[config.mk]
export PLATFORM = sky130hd
export DESIGN_NAME = ahb_mmio_decoder
export DESIGN_NICKNAME = d
export VERILOG_FILES = /design/src/rtl/ahb_mmio_pkg.sv /design/src/rtl/ahb_default_slave.sv /design/src/rtl/ahb_mmio_decoder.sv
export SDC_FILE = /design/constraint.sdc
export NUM_CORES = 1
export LEC_CHECK = 0
export BUFFER_PORTS_ARGS = -buffer_cell sky130_fd_sc_hd__buf_2
export CAP_MARGIN = 10
export CORE_AREA = 3 3 132 134
export DETAILED_ROUTE_END_ITERATION = 6
export DIE_AREA = 0 0 135 137
export PLACE_DENSITY = 0.47
export SYNTH_ARGS = -nofsm -noshare
export SYNTH_HDL_FRONTEND = slang
export SYNTH_SLANG_ARGS = --single-unit
[constraint.sdc]
create_clock -name HCLK -period 1.9 [get_ports HCLK]
set_input_delay 0.19 -clock HCLK [delete_from_list [all_inputs] [get_ports HCLK]]
set_output_delay 0.19 -clock HCLK [all_outputs]
set_load 0.05 [all_outputs]
[src/rtl/ahb_mmio_pkg.sv]
// Shared AHB-Lite encodings and the data-phase state type for the MMIO decoder.
package ahb_mmio_pkg;

    localparam logic [1:0] HTRANS_IDLE   = 2'b00;
    localparam logic [1:0] HTRANS_BUSY   = 2'b01;
    localparam logic [1:0] HTRANS_NONSEQ = 2'b10;
    localparam logic [1:0] HTRANS_SEQ    = 2'b11;

    localparam logic HRESP_OKAY  = 1'b0;
    localparam logic HRESP_ERROR = 1'b1;

    typedef enum logic [1:0] {
        ST_IDLE,
        ST_SLV,
        ST_ERR1,
        ST_ERR2
    } state_e;

endpackage

[src/rtl/ahb_default_slave.sv]
// Default slave: sequences the two-cycle AHB ERROR response for unmapped,
// quarantined or timed-out transfers.
module ahb_default_slave
    import ahb_mmio_pkg::*;
(
    input  logic HCLK,
    input  logic HRESET,
    input  logic i_start,
    output logic o_hreadyout,
    output logic o_hresp
);

    state_e r_state;
    logic   r_hreadyout;
    logic   r_hresp;

    // ERR1 is never interrupted: HREADYOUT is low, so no new address phase can land.
    always_ff @(posedge HCLK or posedge HRESET) begin
        if (HRESET) begin
            r_state     <= ST_IDLE;
            r_hreadyout <= 1'b1;
            r_hresp     <= HRESP_OKAY;
        end else if (r_state == ST_ERR1) begin
            r_state     <= ST_ERR2;
            r_hreadyout <= 1'b1;
            r_hresp     <= HRESP_ERROR;
        end else if (i_start) begin
            r_state     <= ST_ERR1;
            r_hreadyout <= 1'b0;
            r_hresp     <= HRESP_ERROR;
        end else begin
            r_state     <= ST_IDLE;
            r_hreadyout <= 1'b1;
            r_hresp     <= HRESP_OKAY;
        end
    end

    assign o_hreadyout = r_hreadyout;
    assign o_hresp     = r_hresp;

endmodule

[src/rtl/ahb_mmio_decoder.sv]
// AHB-Lite single-master to N-slave decoder with response mux, default ERROR
// slave and a per-transfer hang watchdog that quarantines stuck slots.
module ahb_mmio_decoder
    import ahb_mmio_pkg::*;
#(
    parameter int                    NUM_SLAVES     = 4,
    parameter int                    ADDR_WIDTH     = 32,
    parameter int                    DATA_WIDTH     = 32,
    parameter int                    SLOT_SHIFT     = 12,
    parameter logic [ADDR_WIDTH-1:0] BASE_ADDR      = 32'h7000_0000,
    parameter int                    TIMEOUT_CYCLES = 1024
) (
    input  logic                             HCLK,
    input  logic                             HRESET,
    input  logic                             HSEL_M,
    input  logic [ADDR_WIDTH-1:0]            HADDR_M,
    input  logic [1:0]                       HTRANS_M,
    input  logic                             HWRITE_M,
    input  logic [2:0]                       HSIZE_M,
    input  logic [2:0]                       HBURST_M,
    input  logic [3:0]                       HPROT_M,
    input  logic [DATA_WIDTH-1:0]            HWDATA_M,
    input  logic                             HREADY_M,
    output logic [DATA_WIDTH-1:0]            HRDATA_M,
    output logic                             HREADYOUT_M,
    output logic                             HRESP_M,
    output logic [NUM_SLAVES-1:0]            HSEL_S,
    output logic [ADDR_WIDTH-1:0]            HADDR_S,
    output logic [1:0]                       HTRANS_S,
    output logic                             HWRITE_S,
    output logic [2:0]                       HSIZE_S,
    output logic [2:0]                       HBURST_S,
    output logic [3:0]                       HPROT_S,
    output logic [DATA_WIDTH-1:0]            HWDATA_S,
    output logic                             HREADY_S,
    input  logic [NUM_SLAVES*DATA_WIDTH-1:0] HRDATA_S,
    input  logic [NUM_SLAVES-1:0]            HREADYOUT_S,
    input  logic [NUM_SLAVES-1:0]            HRESP_S,
    input  logic                             QUAR_CLR,
    output logic [NUM_SLAVES-1:0]            QUARANTINE,
    output logic                             TIMEOUT_IRQ
);

    localparam int IDXW = (NUM_SLAVES <= 2) ? 1 : $clog2(NUM_SLAVES);
    localparam int NPAD = 2 ** IDXW;
    localparam int DECW = SLOT_SHIFT + IDXW;
    localparam int CW   = (TIMEOUT_CYCLES < 2) ? 1 : $clog2(TIMEOUT_CYCLES);
    localparam logic [CW-1:0] CNT_LAST = CW'((TIMEOUT_CYCLES == 0) ? 0 : TIMEOUT_CYCLES - 1);

    logic                  r_slv;
    logic [IDXW-1:0]       r_owner;
    logic [CW-1:0]         r_cnt;
    logic [NUM_SLAVES-1:0] r_quar;
    logic                  r_irq;

    logic                  w_in_range, w_hit, w_accept, w_active, w_expire, w_dflt_start;
    logic [IDXW-1:0]       w_idx;
    logic [NPAD-1:0]       w_quar_pad, w_rdy_pad, w_resp_pad, w_sel_pad, w_own_pad;
    logic [NPAD-1:0][DATA_WIDTH-1:0] w_rdata_pad;
    logic                  w_dflt_rdy, w_dflt_resp;

    assign w_in_range = HADDR_M[ADDR_WIDTH-1:DECW] == BASE_ADDR[ADDR_WIDTH-1:DECW];
    assign w_idx      = HADDR_M[DECW-1:SLOT_SHIFT];

    // Pad per-slot vectors to a power of two so any decoded index is a legal select.
    assign w_quar_pad = NPAD'(r_quar);
    assign w_rdy_pad  = NPAD'(HREADYOUT_S);
    assign w_resp_pad = NPAD'(HRESP_S);

    always_comb begin
        w_rdata_pad = '0;
        for (int i = 0; i < NUM_SLAVES; i++)
            w_rdata_pad[i] = HRDATA_S[i*DATA_WIDTH +: DATA_WIDTH];
    end

    assign w_hit     = HSEL_M & w_in_range & (32'(w_idx) < NUM_SLAVES) & ~w_quar_pad[w_idx];
    assign w_sel_pad = w_hit ? (NPAD'(1) << w_idx) : '0;
    assign w_own_pad = NPAD'(1) << r_owner;
    assign HSEL_S    = w_sel_pad[NUM_SLAVES-1:0];

    assign HADDR_S  = HADDR_M;
    assign HTRANS_S = HTRANS_M;
    assign HWRITE_S = HWRITE_M;
    assign HSIZE_S  = HSIZE_M;
    assign HBURST_S = HBURST_M;
    assign HPROT_S  = HPROT_M;
    assign HWDATA_S = HWDATA_M;
    assign HREADY_S = HREADY_M;

    assign w_accept     = HREADY_M & HSEL_M;
    assign w_active     = (HTRANS_M == HTRANS_NONSEQ) || (HTRANS_M == HTRANS_SEQ);
    assign w_expire     = (TIMEOUT_CYCLES != 0) && r_slv && !w_rdy_pad[r_owner] && (r_cnt == CNT_LAST);
    assign w_dflt_start = (w_accept & ~w_hit & w_active) | w_expire;

    ahb_default_slave u_dflt (
        .HCLK        (HCLK),
        .HRESET      (HRESET),
        .i_start     (w_dflt_start),
        .o_hreadyout (w_dflt_rdy),
        .o_hresp     (w_dflt_resp)
    );

    assign HREADYOUT_M = r_slv ? w_rdy_pad[r_owner]   : w_dflt_rdy;
    assign HRESP_M     = r_slv ? w_resp_pad[r_owner]  : w_dflt_resp;
    assign HRDATA_M    = r_slv ? w_rdata_pad[r_owner] : '0;

    always_ff @(posedge HCLK or posedge HRESET) begin
        if (HRESET) begin
            r_slv   <= 1'b0;
            r_owner <= '0;
            r_cnt   <= '0;
            r_quar  <= '0;
            r_irq   <= 1'b0;
        end else begin
            r_irq <= w_expire;
            // A clear pulse wins over an expiry in the same cycle; that set is dropped.
            if (QUAR_CLR)
                r_quar <= '0;
            else if (w_expire)
                r_quar <= r_quar | w_own_pad[NUM_SLAVES-1:0];

            if (w_accept) begin
                r_slv <= w_hit;
                if (w_hit)
                    r_owner <= w_idx;
                r_cnt <= '0;
            end else if (r_slv) begin
                if (w_rdy_pad[r_owner] || w_expire)
                    r_slv <= 1'b0;
                else
                    r_cnt <= r_cnt + CW'(1);
            end
        end
    end

    assign QUARANTINE  = r_quar;
    assign TIMEOUT_IRQ = r_irq;

endmodule
==> results.sh, run 1 <==
export IMPL_status="finished with violations"
export IMPL_violations="setup timing"
export IMPL_gp_congestion=0.829
export IMPL_startpoint="r_owner[0]"
export IMPL_slew_viol_final=0
export IMPL_crit_chain="buf_6, buf_12, buf_12, mux4_2, mux2_4, buf_8"
export IMPL_skew_ns=0.00189
export IMPL_viasPerCell=4.25
export IMPL_diodes=0
export IMPL_grt_max_degree=38
export IMPL_slew_headroom_pct=67.4
export IMPL_combPwrFrac_pct=36.0
export IMPL_r2r_start="r_owner[0]"
export IMPL_switching_share_pct=31.2
export IMPL_antenna_found_initial=2
export IMPL_die_h_um=137
export IMPL_hold_ws_ns=0.148
export IMPL_die_w_um=135
export IMPL_final_util_pct=26.2
export IMPL_synth_top_area_cell="mux4_2"
export IMPL_cpMaxStageDelayCell="mux4_2"
export IMPL_drive_above_1_share_pct=80.2
export IMPL_worstReg2RegEnd="r_cnt[3]"
export IMPL_num_nets_final=655
export IMPL_clock_latency_ns=0.25
export IMPL_min_delay_path_class="input port to flip-flop"
export IMPL_drt_initial_drc_count=160
export IMPL_synth_top_area_share_pct=28.4
export IMPL_tightest_slew_ns=0.488
export IMPL_ir_drop_mv=0.324
export IMPL_dp_slack_ns=-0.162
export IMPL_grt_pass1_vias=2820
export IMPL_power_switching_mw=0.455
export IMPL_critPathKind="flip-flop to output port"
export IMPL_p_leak_nw=1.98
export IMPL_cts_buffer_depth=2
export IMPL_area_growth_pct=59.7
export IMPL_seqPwrFrac_pct=33.1
export IMPL_yosysSeqAreaShare_pct=19.5
export IMPL_finalSetupViolCount=43
export IMPL_yosys_warnings=0
export IMPL_ios=339
export IMPL_start_kind="flip-flop"
export IMPL_path_max_fanout=6
export IMPL_powerDensity_nw_per_um2=339
export IMPL_p_total_mw=1.46
export IMPL_cp_common_cell="buf_12"
export IMPL_pwr_share_clk_pct=30.9
export IMPL_intPower_mw=1.00
export IMPL_crit_path_max_incr_delay_ns=0.48
export IMPL_start_util_pct=16.4
export IMPL_post_drt_wl_per_cell_um=18.0
export IMPL_drt_total_wl_um=11800
export IMPL_clkTransAtPathRegs_ns=0.06
export IMPL_hold_viol=0
export IMPL_syn_nets=487
export IMPL_max_freq_mhz=476
export IMPL_placement_rows=47
export IMPL_final_min_clock_period_ns=2.10
export IMPL_cts_tree="built"
export IMPL_rsz0062_at_grt="true"
export IMPL_core_area_um2=16400
export IMPL_layoutNonFillerInstCount=655
export IMPL_die_area_um2=18500
export IMPL_synth_cells=268
export IMPL_cp_required_ns=1.71
export IMPL_ff2ff_setup_slack_ns=-0.19
export IMPL_reg2reg_depth=5
export IMPL_synth_avg_cell_area_um2=10.1
export IMPL_finalWorstSetupSlack_ns=-0.201
export IMPL_ys_types=38
export IMPL_vias=2782
export IMPL_crit_path_end="HRESP_M"
export IMPL_maxCapViolations=0
export IMPL_syn_area_um2=2700
export IMPL_grt_total_usage_pct=11.4
export IMPL_grt_pass1_wl_um=16400
export IMPL_io_buffers=226
export IMPL_cts_max_level=1
export IMPL_end_kind="output port"
export IMPL_fin_crit_sh_pct=111
export IMPL_cts_sinks=21
export IMPL_synthTopCellsByArea="mux4_2, buf_4, dfrtp_1"
export IMPL_root_buffer="clkbuf_16"
export IMPL_synth_seq_cells=21
export IMPL_numCtsBuffers=3
export IMPL_dpl_hpwl_um=9580
export IMPL_grt_overflow_total=0
export IMPL_critical_path_arrival_ns=1.91
export IMPL_placed_cells=641
export IMPL_first_pass_iters=4
export IMPL_drc=0
export IMPL_ant_nets=0
[worst min-delay path by stage]
stage	from	endpoint	slack, ns	cells after the start
final	QUAR_CLR	QUARANTINE[1]	0.15	2
after global routing	QUAR_CLR	QUARANTINE[1]	0.15	2
after global placement	HRESET	TIMEOUT_IRQ	0.24	3
after floorplan	HRESET	TIMEOUT_IRQ	0.17	1
after CTS	QUAR_CLR	QUARANTINE[1]	0.15	2
after detailed placement	HRESET	TIMEOUT_IRQ	0.24	3
[sequential cells by signal, summed over array words and instances (netlist names)]
signal / flops
r_slv: 1
r_cnt: 10
r_owner: 2
TIMEOUT_IRQ: 1
u_dflt.o_hresp: 1
u_dflt.r_state: 1
QUARANTINE: 4
u_dflt.o_hreadyout: 1
[cells by family after synthesis]
logic type                 share of synthesized area [%]
xor gates and xnor gates                           0.325
muxes                                               30.8
adders and majority gates                          0.464
DFF                                                 19.5
AOI/OAI and AO/OA                                   6.22
buffers and inverters                               25.1
and+or+nand+nor                                     17.5
[metal layers]
metal  routed length (µm)  vias up  GRT usage, %
met3                 1000       16          2.79
li1                     -     1237             -
met4                  163        0          1.68
met1                 4440     1345          13.8
met5                    0        -             0
met2                 6180      184          20.9
[Yosys cell counts (all sizes together)]
cell type   n
buf        84
and2       34
mux4       34
dfrtp      20
clkbuf     11
nor2        9
nand2       8
a21oi       6
inv         6
nor4        5
a41oi       4
mux2        4
nand3       4
o21ai       4
or3         4
or4         4
o31ai       3
a311o       2
and4        2
mux2i       2
nand4       2
nor3b       2
a32oi       1
and3        1
and3b       1
dfstp       1
ha          1
nand3b      1
nor2b       1
nor3        1
nor4bb      1
o211ai      1
o21a        1
o21bai      1
o31a        1
xor2        1
[timing repair]
item | 4_1_cts | 5_1_grt
endpoints found under the hold margin | 20 | 0
hold buffers | 1 | 0
buffers inserted | 4 | 1
setup endpoints to repair | 45 | 47
gates cloned | 4 | 0
gates resized for setup | 113 | 15
pin swaps | 7 | 6
[layout by cell type, fill, tap and decap left out, types with 2 or more instances in the layout]
| cell | instances |
|---|---|
| a21oi_1 | 5 |
| a311o_1 | 2 |
| a41oi_1 | 4 |
| and2_1 | 2 |
| and2_4 | 32 |
| and4_1 | 2 |
| buf_12 | 2 |
| buf_16 | 5 |
| buf_2 | 189 |
| buf_4 | 22 |
| buf_6 | 37 |
| buf_8 | 2 |
| clkbuf_16 | 3 |
| dfrtp_1 | 14 |
| dfrtp_2 | 6 |
| inv_1 | 6 |
| mux2_2 | 3 |
| mux2i_1 | 2 |
| mux4_2 | 34 |
| nand2_1 | 7 |
| nand3_1 | 3 |
| nand4_1 | 2 |
| nor2_1 | 8 |
| nor3b_4 | 2 |
| nor4_1 | 4 |
| o21ai_0 | 3 |
| o31ai_1 | 2 |
| or3_1 | 3 |
| or4_1 | 2 |
| or4_4 | 2 |
[stage by stage]
step           TNS (ns)  cell area [µm²]
2_1_floorplan     -1.39             2760
3_3_place_gp     -0.872             3670
3_5_place_dp      -1.74             3670
4_1_cts           -4.13             4250
5_1_grt           -8.32             4300
6_report          -5.94             4300
[critical path: cells and delay by family (launching register included)]
family / cells / cell delay [ns]
buffers and inverters: 4 / 0.51
DFF: 1 / 0.38
muxes: 2 / 0.76
[power groups by stage]
stage          Sequential [mW]  Clock (mW)  Combinational [mW]
3_3_place_gp             0.497           0               0.483
5_1_grt                  0.488       0.476               0.558
2_1_floorplan            0.482           0               0.601
3_5_place_dp             0.496           0               0.491
6_report                 0.483       0.451               0.525
4_1_cts                  0.488       0.460               0.528
[cell type report]
| type | count | area, µm² |
|---|---|---|
| Fill cell | 1753 | 12100 |
| Timing Repair Buffer | 258 | 1750 |
| Sequential cell | 21 | 534 |
| Inverter | 6 | 22.5 |
| Tap cell | 220 | 275 |
| Multi-Input combinational cell | 146 | 1650 |
| Clock buffer | 4 | 78.8 |
Power figures use the tool's default switching activity.
==> inputs of run 2 (changes only) <==
SKIP_LAST_GASP = 1   (was unset)
==> run 2 against run 1 <==
- the run still ends with setup timing left
- global-route usage barely moved
- clock-buffer cell count did not move
- wire length rose by 0.94%
- via count fell by 0.18%
- final cell count did not move
- sequential power barely moved
- register-to-register slack improved by 0.02 ns
- first-iteration DRC count fell by 21%
- die area did not move
- critical path type is now flip-flop to flip-flop
- largest power group unchanged
- highest routed layer unchanged
==> results.sh, run 2 (synthesis results as in run 1) <==
export IMPL_path_max_fanout=5
export IMPL_die_w_um=135
export IMPL_multi_input_area_um2=1640
export IMPL_use_met3_pct=2.72
export IMPL_ff2ff_setup_slack_ns=-0.17
export IMPL_critPathKind="flip-flop to flip-flop"
export IMPL_status="finished with violations"
export IMPL_clock_latency_ns=0.25
export IMPL_drive_above_1_share_pct=79.5
export IMPL_met1_usage_pct=13.8
export IMPL_viasPerCell=4.24
export IMPL_grt_pass1_vias=2802
export IMPL_max_freq_mhz=483
export IMPL_dpl_hpwl_um=9580
export IMPL_cts_tree="built"
export IMPL_num_nets_final=655
export IMPL_hold_path_end="QUARANTINE[1]"
export IMPL_dpl_instance_area_um2=3670
export IMPL_grt_max_degree=38
export IMPL_drc=0
export IMPL_slew_headroom_pct=69.2
export IMPL_p_total_mw=1.46
export IMPL_critical_path_arrival_ns=2.25
export IMPL_rsz0062_at_grt="true"
export IMPL_final_min_clock_period_ns=2.07
export IMPL_cp_required_ns=2.07
export IMPL_hold_viol=0
export IMPL_reg2reg_depth=5
export IMPL_diodes=0
export IMPL_first_pass_iters=5
export IMPL_core_area_um2=16400
export IMPL_die_area_um2=18500
export IMPL_r2r_start="r_owner[0]"
export IMPL_grtUsageMet2_pct=21.1
export IMPL_slew_viol_final=0
export IMPL_die_h_um=137
export IMPL_placement_rows=47
export IMPL_root_buffer="clkbuf_16"
export IMPL_skew_ns=0.00155
export IMPL_grt_pass1_wl_um=16400
export IMPL_cts_max_level=1
export IMPL_cts_sinks=21
export IMPL_finalWorstSetupSlack_ns=-0.171
export IMPL_min_path_cells=2
export IMPL_antenna_found_initial=2
export IMPL_violations="setup timing"
export IMPL_maxCapViolations=0
export IMPL_grt_busiest_layer="met2"
export IMPL_grt_overflow_total=0
export IMPL_grt_total_usage_pct=11.4
export IMPL_worstReg2RegEnd="r_cnt[8]"
export IMPL_start_kind="flip-flop"
export IMPL_end_kind="flip-flop"
export IMPL_regMostFlops="r_cnt"
export IMPL_powerDensity_nw_per_um2=337
export IMPL_post_drt_wl_per_cell_um=18.2
export IMPL_ir_drop_mv=0.324
export IMPL_numCtsBuffers=3
export IMPL_cts_buffer_depth=2
export IMPL_start_util_pct=16.4
export IMPL_most_common_layout_cells="buf_2, mux4_2, buf_6"
export IMPL_gp_congestion=0.829
export IMPL_clkTransAtPathRegs_ns=0.06
export IMPL_largest_reg_flops=10
export IMPL_seqCellArea_um2=534
export IMPL_ant_nets=0
export IMPL_vias=2777
export IMPL_finalSetupViolCount=41
export IMPL_min_delay_path_class="input port to flip-flop"
export IMPL_io_buffers=226
export IMPL_drt_total_wl_um=11900
export IMPL_drt_initial_drc_count=126
export IMPL_final_common_cell="buf_2"
export IMPL_area_growth_pct=60.1
export IMPL_worstHoldStart="QUAR_CLR"
export IMPL_tightest_slew_ns=0.463
export IMPL_nFillCells=1754
export IMPL_p_leak_nw=1.99
export IMPL_ios=339
export IMPL_fin_crit_sh_pct=109
export IMPL_fin_area_um2=4310
[run 2: metrics by stage]
step / setup WS [ns] / util, % / TNS, ns / cells / hold slack [ns]
floorplan: -0.0637 / - / -1.39 / 268 / 0.166
global placement: -0.107 / 22.4 / -0.872 / 641 / 0.241
detailed placement: -0.162 / 22.4 / -1.74 / 641 / 0.242
CTS: -0.169 / 25.2 / -4.72 / 654 / 0.147
global route: -0.251 / 26.3 / -6.34 / 655 / 0.154
finish: -0.171 / 26.3 / -3.73 / 655 / 0.148
[run 2: where the power goes]
group	internal, mW	switching (mW)
Combinational	0.249	0.276
Sequential	0.469	0.0138
Clock	0.286	0.162
Total	1.00	0.451
[run 2: repair_timing]
action,CTS,global route
hold endpoints to repair,20,0
hold buffers,1,0
pin swaps,7,2
buffers inserted,4,0
gates cloned,4,1
setup endpoints to repair,45,47
gates resized for setup,79,48
[run 2: worst max path at each step]
| stage | from | end | slack, ns |
|---|---|---|---|
| floorplan | r_owner[0] | HRDATA_M[10] | -0.06 |
| global placement | r_owner[0] | r_cnt[3] | -0.11 |
| detailed placement | HADDR_M[15] | HSEL_S[1] | -0.16 |
| CTS | r_owner[0] | r_cnt[8] | -0.17 |
| global route | r_owner[0] | r_cnt[3] | -0.25 |
| finish | r_owner[0] | r_cnt[8] | -0.17 |
[run 2: final cells by class]
type / instances / share of cell area, %
Multi-Input combinational cell: 146 / 37.9
Inverter: 6 / 0.522
Sequential cell: 21 / 12.4
Tap cell: 220 / 6.38
Timing Repair Buffer: 258 / 41.0
Clock buffer: 4 / 1.83
[run 2: routing by layer]
layer | up-vias | share of wire, % | wire (µm)
li1 | 1238 | - | -
met1 | 1350 | 37 | 4460
met2 | 177 | 53 | 6320
met3 | 12 | 8.4 | 1010
met4 | 0 | 0.94 | 112
met5 | - | 0 | 0
[run 2: critical path, stage by stage (launching register included)]
cell,delay (ns)
dfrtp_2,0.39
mux4_2,0.53
a311o_1,0.36
buf_4,0.17
or4_1,0.39
a21oi_1,0.15
